[src/rtl/snd_dma_pkg.sv]
// Shared constants and address packing for the sound DMA address generator.
// Addresses are word addresses: byte address bits [21:1].
package snd_dma_pkg;
   localparam int ADDR_W      = 21;
   localparam int FIFO_DEPTH  = 4;
   localparam int SREQ_THRESH = 2;
   localparam int LVL_W       = 3;

   localparam logic [3:0] RA_START_HI = 4'd0;
   localparam logic [3:0] RA_START_MI = 4'd1;
   localparam logic [3:0] RA_START_LO = 4'd2;
   localparam logic [3:0] RA_END_HI   = 4'd3;
   localparam logic [3:0] RA_END_MI   = 4'd4;
   localparam logic [3:0] RA_END_LO   = 4'd5;
   localparam logic [3:0] RA_CNT_HI   = 4'd6;
   localparam logic [3:0] RA_CNT_MI   = 4'd7;
   localparam logic [3:0] RA_CNT_LO   = 4'd8;

   // Byte lanes of a word address as the CPU sees them; unused bits read 0.
   function automatic logic [7:0] addr_byte(input logic [ADDR_W-1:0] a, input logic [1:0] lane);
      logic [7:0] b;
      case (lane)
         2'd0:    b = {2'b00, a[20:15]};
         2'd1:    b = a[14:7];
         default: b = {a[6:0], 1'b0};
      endcase
      return b;
   endfunction
endpackage

[src/rtl/snd_fifo_level.sv]
// Tracks buffered sound words, raises the DMA request and flags DAC starvation.
module snd_fifo_level
   import snd_dma_pkg::*;
(
   input  logic             clk,
   input  logic             resb,
   input  logic             i_sndon,
   input  logic             i_clr,
   input  logic             i_sndclk_en,
   input  logic             i_sample_tick,
   output logic [LVL_W-1:0] o_fifo_level,
   output logic             o_sreq,
   output logic             o_underrun
);
   logic [LVL_W-1:0] r_level;
   logic [LVL_W-1:0] w_level_nxt;
   logic             r_sreq;
   logic             r_underrun;
   logic             w_starve;

   always_comb begin
      w_level_nxt = r_level;
      if (i_sndclk_en && !i_sample_tick && r_level != LVL_W'(FIFO_DEPTH))
         w_level_nxt = r_level + LVL_W'(1);
      else if (i_sample_tick && !i_sndclk_en && r_level != '0)
         w_level_nxt = r_level - LVL_W'(1);
   end

   assign w_starve = i_sndon && i_sample_tick && !i_sndclk_en && (r_level == '0);

   always_ff @(posedge clk) begin
      if (!resb) begin
         r_level    <= '0;
         r_sreq     <= 1'b0;
         r_underrun <= 1'b0;
      end else begin
         // Request decision uses the level before this edge's update.
         r_sreq <= i_sndon && (r_level <= LVL_W'(SREQ_THRESH));
         if (!i_sndon || i_clr)
            r_level <= '0;
         else
            r_level <= w_level_nxt;
         if (i_clr)
            r_underrun <= 1'b0;
         else if (w_starve)
            r_underrun <= 1'b1;
      end
   end

   assign o_fifo_level = r_level;
   assign o_sreq       = r_sreq;
   assign o_underrun   = r_underrun;
endmodule

[src/rtl/snd_dma_addr.sv]
// Sound DMA address generator: CPU-visible shadow start/end registers, a frame
// address counter reloaded at frame end, and the word-buffer level tracker.
module snd_dma_addr
   import snd_dma_pkg::*;
(
   input  logic              clk,
   input  logic              resb,
   input  logic              reg_we,
   input  logic [3:0]        reg_addr,
   input  logic [7:0]        reg_din,
   output logic [7:0]        reg_dout,
   input  logic              sndon,
   input  logic              sndclk_en,
   input  logic              sload,
   input  logic              sample_tick,
   output logic [ADDR_W-1:0] snd,
   output logic [ADDR_W-1:0] sft,
   output logic              sreq,
   output logic [LVL_W-1:0]  fifo_level,
   output logic              underrun
);
   logic [ADDR_W-1:0] r_sh_start;
   logic [ADDR_W-1:0] r_sh_end;
   logic [ADDR_W-1:0] r_act_start;
   logic [ADDR_W-1:0] r_act_end;
   logic [ADDR_W-1:0] r_snd;
   logic              r_sndon_d;
   logic              w_rise;

   assign w_rise = sndon && !r_sndon_d;

   always_ff @(posedge clk) begin
      if (!resb) begin
         r_sh_start  <= '0;
         r_sh_end    <= '0;
         r_act_start <= '0;
         r_act_end   <= '0;
         r_snd       <= '0;
         r_sndon_d   <= 1'b0;
      end else begin
         r_sndon_d <= sndon;
         if (reg_we) begin
            case (reg_addr)
               RA_START_HI: r_sh_start[20:15] <= reg_din[5:0];
               RA_START_MI: r_sh_start[14:7]  <= reg_din;
               RA_START_LO: r_sh_start[6:0]   <= reg_din[7:1];
               RA_END_HI:   r_sh_end[20:15]   <= reg_din[5:0];
               RA_END_MI:   r_sh_end[14:7]    <= reg_din;
               RA_END_LO:   r_sh_end[6:0]     <= reg_din[7:1];
               default: ;
            endcase
         end
         if (w_rise) begin
            r_snd       <= r_sh_start;
            r_act_start <= r_sh_start;
            r_act_end   <= r_sh_end;
         end else if (sndon) begin
            // Reload restarts from the frame's own start; shadows arm the next frame.
            if (sload) begin
               r_snd       <= r_act_start;
               r_act_start <= r_sh_start;
               r_act_end   <= r_sh_end;
            end else if (sndclk_en) begin
               r_snd <= r_snd + ADDR_W'(1);
            end
         end
      end
   end

   always_comb begin
      reg_dout = 8'h00;
      case (reg_addr)
         RA_START_HI: reg_dout = addr_byte(r_sh_start, 2'd0);
         RA_START_MI: reg_dout = addr_byte(r_sh_start, 2'd1);
         RA_START_LO: reg_dout = addr_byte(r_sh_start, 2'd2);
         RA_END_HI:   reg_dout = addr_byte(r_sh_end, 2'd0);
         RA_END_MI:   reg_dout = addr_byte(r_sh_end, 2'd1);
         RA_END_LO:   reg_dout = addr_byte(r_sh_end, 2'd2);
         RA_CNT_HI:   reg_dout = addr_byte(r_snd, 2'd0);
         RA_CNT_MI:   reg_dout = addr_byte(r_snd, 2'd1);
         RA_CNT_LO:   reg_dout = addr_byte(r_snd, 2'd2);
         default:     reg_dout = 8'h00;
      endcase
   end

   snd_fifo_level u_fifo_level (
      .clk           (clk),
      .resb          (resb),
      .i_sndon       (sndon),
      .i_clr         (w_rise),
      .i_sndclk_en   (sndclk_en),
      .i_sample_tick (sample_tick),
      .o_fifo_level  (fifo_level),
      .o_sreq        (sreq),
      .o_underrun    (underrun)
   );

   assign snd = r_snd;
   assign sft = r_act_end;
endmodule

[config.mk]
export PLATFORM = sky130hd
export DESIGN_NAME = snd_dma_addr
export DESIGN_NICKNAME = d
export VERILOG_FILES = /design/src/rtl/snd_dma_pkg.sv /design/src/rtl/snd_fifo_level.sv /design/src/rtl/snd_dma_addr.sv
export SDC_FILE = /design/constraint.sdc
export NUM_CORES = 1
export LEC_CHECK = 0
export ABC_AREA = 1
export CORE_MARGIN = 4
export CORE_UTILIZATION = 55
export DETAILED_ROUTE_END_ITERATION = 7
export PLACE_DENSITY = 0.78
export SKIP_CTS_REPAIR_TIMING = 1
export SKIP_LAST_GASP = 1
export SYNTH_ARGS = -nofsm -noshare
export SYNTH_HDL_FRONTEND = slang
export SYNTH_HIERARCHICAL = 1
export SYNTH_SLANG_ARGS = --single-unit
[constraint.sdc]
create_clock -name clk -period 2.08 [get_ports clk]
set_clock_uncertainty 0.05 [all_clocks]
set_input_delay 0.416 -clock clk [delete_from_list [all_inputs] [get_ports clk]]
set_output_delay 0.416 -clock clk [all_outputs]
set_load 0.01 [all_outputs]
# == Word level (Yosys, flattened, before mapping) ==
# Index checks and enable logic that the tools add are counted.
# word_totals
regBits,111
inputBits,19
output_inout_bits,55
word_cells,71
# classes
add_sub_neg,3
magnitude_cmp,1
n_eq_ne,9
muxes,13
bitwise_logic,1
reduce_logical,31
# ops
op,n
2-to-1 mux 21 bit,10
one-hot mux 8 bit (9 select lines),1
"adder 21 x 1 -> 21 bit, second input constant",1
"equality test 4 x 3 -> 1 bit, second input constant",4
AND reduction 2 bit,8
logical AND 1 bit,9
"equality test 4 x 2 -> 1 bit, second input constant",2
2-to-1 mux 3 bit,2
nonzero test 2 bit,3
nonzero test 3 bit,2
"equality test 4 x 1 -> 1 bit, second input constant",1
"equality test 4 bit, second input constant",1
logical NOT 1 bit,4
logical NOT 4 bit,1
OR reduction 2 bit,2
"adder 3 x 1 -> 3 bit, second input constant",1
"<= comparator 3 x 2 -> 1 bit, second input constant",1
logical NOT 3 bit,1
"inequality test 3 bit, second input constant",1
"subtractor 3 x 1 -> 3 bit, second input constant",1
logical OR 1 bit,1
inverter 1 bit,1

# == Longest topological paths before layout ==
# depth
depth_word,5
depth_mapped,10
ltp_nobuf,10

# == Cells and area by module ==
# Netlist, hierarchy kept.
# by_module_without_submodules
module,n_inst,cells_each,area_each_um2,seq_area_each_um2
snd_dma_addr,1,689,4944.7,2122.0
snd_fifo_level,1,40,294.0,100.1

# == Least setup slack after synthesis ==
# Ideal clock, no wire load.
# synth_path
path_type,input to output
startpoint,input port reg_addr[0]
endpoint,output port reg_dout[3]
t_arrival_ps,1118
t_required_ps,1614
slack_ps,496
path_stages,6
path_buffers,0
path_cell_list,inv_1 -> nor2_2 -> nand2_1 -> inv_2 -> a221oi_1 -> nand4_1
# synth_via
elab_chain_cells,2
elab_cells_between_ends,10
cone_classes,eq/ne (8); mux (1); reduce/logical (1)
# synth_rtl
item,line,rtl
start: declaration,snd_dma_addr.sv:9,"input logic [3:0] reg_addr,"
equality test 4 bit (tied with other cells),snd_dma_addr.sv:72,case (reg_addr)
one-hot mux 8 bit (9 select lines) *,snd_dma_addr.sv:72,
end: declaration,snd_dma_addr.sv:11,"output logic [7:0] reg_dout,"
# Every way passes the cells marked *; elsewhere a longest branch is shown, timed or not.

# == Worst setup path in the final report ==
# layout_path
startpoint,register r_snd[5] (netlist: snd[5])
endpoint,output port snd[5]
# layout_lines
item,line,rtl
start: declaration,snd_dma_addr.sv:26,logic [ADDR_W-1:0] r_snd;
start signal: assignment,snd_dma_addr.sv:54,r_snd <= r_sh_start;
start signal: assignment,snd_dma_addr.sv:60,r_snd <= r_act_start;
start signal: assignment,snd_dma_addr.sv:64,r_snd <= r_snd + ADDR_W'(1);
end: declaration,snd_dma_addr.sv:16,"output logic [ADDR_W-1:0] snd,"
# No word-level cell between the ends.

==> summary by stage <==
Outcome
The run finished with clean final reports.

Logic synthesis
The count of unique library cells instantiated by Yosys is 34. For this run, asynchronously set or reset flops after synthesis account for 0%. The synthesized cell area is 5240 sq um. Counting every instance in the synthesized netlist gives 729. The number of synthesized flops with an enable pin is 0.

Of the synthesized area, sequential elements account for 42.4%. Yosys attributes the largest share of cell area to sky130_fd_sc_hd__dfxtp_1, sky130_fd_sc_hd__a21oi_1, sky130_fd_sc_hd__o21ai_0. The most used flip-flop cell after synthesis is sky130_fd_sc_hd__dfxtp_1.

The yosys synthesis warning count is 6. The area fraction of the dominant cell type after synthesis is 42.4%. Synthesis produced a netlist with a net count of 750. Synthesis inferred 111 register bits. The mean instance size in the synthesized netlist is 7.19 sq um. The library cell occupying the most area in the post-synthesis netlist is sky130_fd_sc_hd__dfxtp_1.

Pwr
The switching part of the total power is 30.5%. The post-layout total power is 0.00436 W. Sequential cells account for 52.5% of the total power. The combinational power share is 16.8%. In this run, the clock network consumes 30.8% of the power. The design internal power is 0.00303 W.

VDD sags by at most 0.370 mV. For this design the static power due to leakage is 2.46 nW. The analysis attributes to net switching a power of 0.00133 W. In this run the power density over the cells is 667 nW/um^2.

Floorplan
The floorplan step set the die width to 106 um. The floorplan step defined a core boundary enclosing 9240 sq um. Pin placement for this block handled 74 I/O pins.

The die area is 11200 sq um. The starting density of the core is 56.7%. Measured along the y axis, the die boundary spans 106 um.

The floorplan has 35 rows.

Worst setup path
The endpoint arrival time on the critical path is 1540 ps. STA classifies the critical path endpoint as a primary output. The kind of cell adding the most delay to the critical path is buffers and inverters. The data required time at the worst endpoint is 1610 ps. The start-to-end type of the worst setup path is reg2out. The slowest stage of the critical path belongs to the cell sky130_fd_sc_hd__clkdlybuf4s50_1. The maximum cell stage delay along the critical path is 610 ps. The worst-path maximum fanout is 6. The number of buffers and inverters on the critical path is 1. The startpoint kind of the worst setup timing path is a flop. Traced cell by cell, the critical path runs through clkdlybuf4s50_1.

Detailed routing
After detailed routing, the met3 layer carries 1470 um of wire. The routed design has 16700 um of wire. The number of nets with antenna violations after detailed routing is 0. The post-detailed-route via-to-cell ratio is 5.67. The met1 wire length is 6990 um.

The highest layer touched by signal routing is met4. Wire segments on met2 add up to 7860 um in the final route. The per-cell routed wire length is 17.6 um. The remaining design rule violation count is 0. For this block, the via count after detailed routing is 5390. The first detailed-routing pass ran for 5 iterations. The detailed router finished its first iteration with 482 violations.

Placement
The placer congestion estimate is 1.01. Counting tap cells, the placed design contains a total of 932 instances. Detailed placement ended at an HPWL of 12000 um. The number of input and output port buffers inserted is 73.

Layout
The growth of design area from synthesis to finish is 24.7%. In the layout the commonest cells are sky130_fd_sc_hd__a21oi_1, sky130_fd_sc_hd__dfxtp_1, sky130_fd_sc_hd__nand2_1. The count of nets after finishing is 837. The finished layout holds 950 standard cells, fillers aside.

The ratio of cells with drive above 1 in the final layout is 15.0%. The most frequent standard cell in the layout excluding fill and tap cells is sky130_fd_sc_hd__a21oi_1. The area used by multi-input combinational logic is 2570 sq um. The filler cells instantiated in the layout total 803. The antenna diode instance count is 0. The sequential cells in the finished layout cover a total of 2220 sq um.

Cells fill 70.7% of the core in the end.

STA
The clock period minus worst slack is 2010 ps. The worst slew margin relative to its limit is 67.3%. Based on the critical path, the design can be clocked at up to 498 MHz. For the pin with the worst max-slew slack, the measured transition is 490 ps. The final max-slew violation count came to 0. After layout, the worst path uses 96.5% of the clock period.

The number of setup violations in the final report is 0. The final hold violation count is 0.

Job
The max-cap violation count is 0.

CTS
The clock tree from TritonCTS is yes. For this design, the sink count on the clock tree is 111. The tree is rooted in a sky130_fd_sc_hd__clkbuf_8. Clock tree synthesis inserted a total of 9 buffers. The clock tree buffer depth is 2. The depth of the CTS H-tree is 3. The insertion delay of the later-clocked pin in the worst-skew pair is 390 ps. The clock transition at the registers of the reported paths is 110 ps.

GRT
Entering global routing, the biggest net connects 83 pins. The initial antenna violation count is 0. The leftover overflow at the end of global routing is 0. The number of global-route vias before repair is 5066.

The overall routing resource usage is 30.3%. The first-pass GRT wire length is 26700 um.

Worst hold path
The worst hold-check path type is reg2reg.
==> worst register-to-register path, delay by kind of cell, from the launching register on <==
kind                     cells  cell delay (ps)
AND/OR/NAND/NOR              6              540
flip-flops                   1              330
adder cells (fa/ha/maj)      1              250
AO/OA/AOI/OAI                1              120
buffers and inverters        3              390
==> path summary, 6_finish.rpt <==
check / from / to / slack [ps] / cells past startpoint
setup / recovery: snd[5] / snd[5] / 70 / 1
hold / removal: u_fifo_level/o_underrun / u_fifo_level/o_underrun / 420 / 2
setup reg to reg: snd[0] / snd[10] / 310 / 11
hold reg to reg: u_fifo_level/o_underrun / u_fifo_level/o_underrun / 420 / 2
==> kinds of logic (layout without fill, tap and decap cells) <==
kind of cell / after synthesis / after routing / share of synthesized area [%]
compound gates: 298 / 298 / 30.0
xor+xnor: 3 / 3 / 0.502
simple gates: 190 / 190 / 16.6
fa+ha+maj: 2 / 2 / 0.621
buf+inv: 125 / 217 / 9.89
flops: 111 / 111 / 42.4
==> synth_stat cells (2+ instances only) <==
master and count:
sky130_fd_sc_hd__nor2_2 11, sky130_fd_sc_hd__o21ai_1 39, sky130_fd_sc_hd__nand4_1 6, sky130_fd_sc_hd__clkinv_1 2, sky130_fd_sc_hd__nand2_1 100, sky130_fd_sc_hd__buf_4 6
sky130_fd_sc_hd__nor3_1 2, sky130_fd_sc_hd__or2_2 3, sky130_fd_sc_hd__dfxtp_1 111, sky130_fd_sc_hd__a21oi_2 4, sky130_fd_sc_hd__inv_1 73, sky130_fd_sc_hd__o21ai_0 79
sky130_fd_sc_hd__a21oi_1 148, sky130_fd_sc_hd__clkbuf_1 14, sky130_fd_sc_hd__nor2_1 23, sky130_fd_sc_hd__a211oi_1 4, sky130_fd_sc_hd__nor2_4 4, sky130_fd_sc_hd__inv_2 14
sky130_fd_sc_hd__xnor2_1 3, sky130_fd_sc_hd__nand2_2 9, sky130_fd_sc_hd__nand3_1 29, sky130_fd_sc_hd__o22ai_1 17, sky130_fd_sc_hd__buf_2 15, sky130_fd_sc_hd__o2111ai_1 3
==> sequential cells by signal (all words and copies together) (netlist names) <==
signal	cells
r_act_start	21
r_sh_end	21
r_sh_start	21
r_sndon_d	1
sft	21
snd	21
u_fifo_level/o_fifo_level	3
u_fifo_level/o_sreq	1
u_fifo_level/o_underrun	1
==> final cells by class <==
type,instances,area share (%)
clock buffers,10,2.11
multi-input cells,493,39.4
well taps,129,2.47
inverters,89,5.11
repair buffers,112,16.0
flip-flops and latches,111,34.0
clock inverters,6,0.919
==> routing by layer <==
metal,vias to the layer above,track usage (%)
met5,-,0
met2,239,49.5
li1,2646,-
met3,30,5.57
met4,0,10.2
met1,2475,40.3
==> through the flow <==
step                      instance area (sq um)  setup WS [ps]  hold WS (ps)  TNS (ps)
after floorplan                            5240            496           388         0
after global placement                     6270           -713           398     -6130
after detailed placement                   6270           -727           410     -6890
final                                      6540           73.3           424         0
after global routing                       6540          -14.4           461     -14.4
after CTS                                  6470           -727           429     -5620
==> power groups by stage <==
stage,registers (W),logic (W),clock network (W)
6_report,0.00229,0.000731,0.00134
3_3_place_gp,0.00233,0.000699,0
5_1_grt,0.00230,0.000795,0.00142
2_1_floorplan,0.00236,0.000343,0
4_1_cts,0.00229,0.000713,0.00135
3_5_place_dp,0.00233,0.000708,0
No activity file was read; power rests on OpenSTA's default activity.
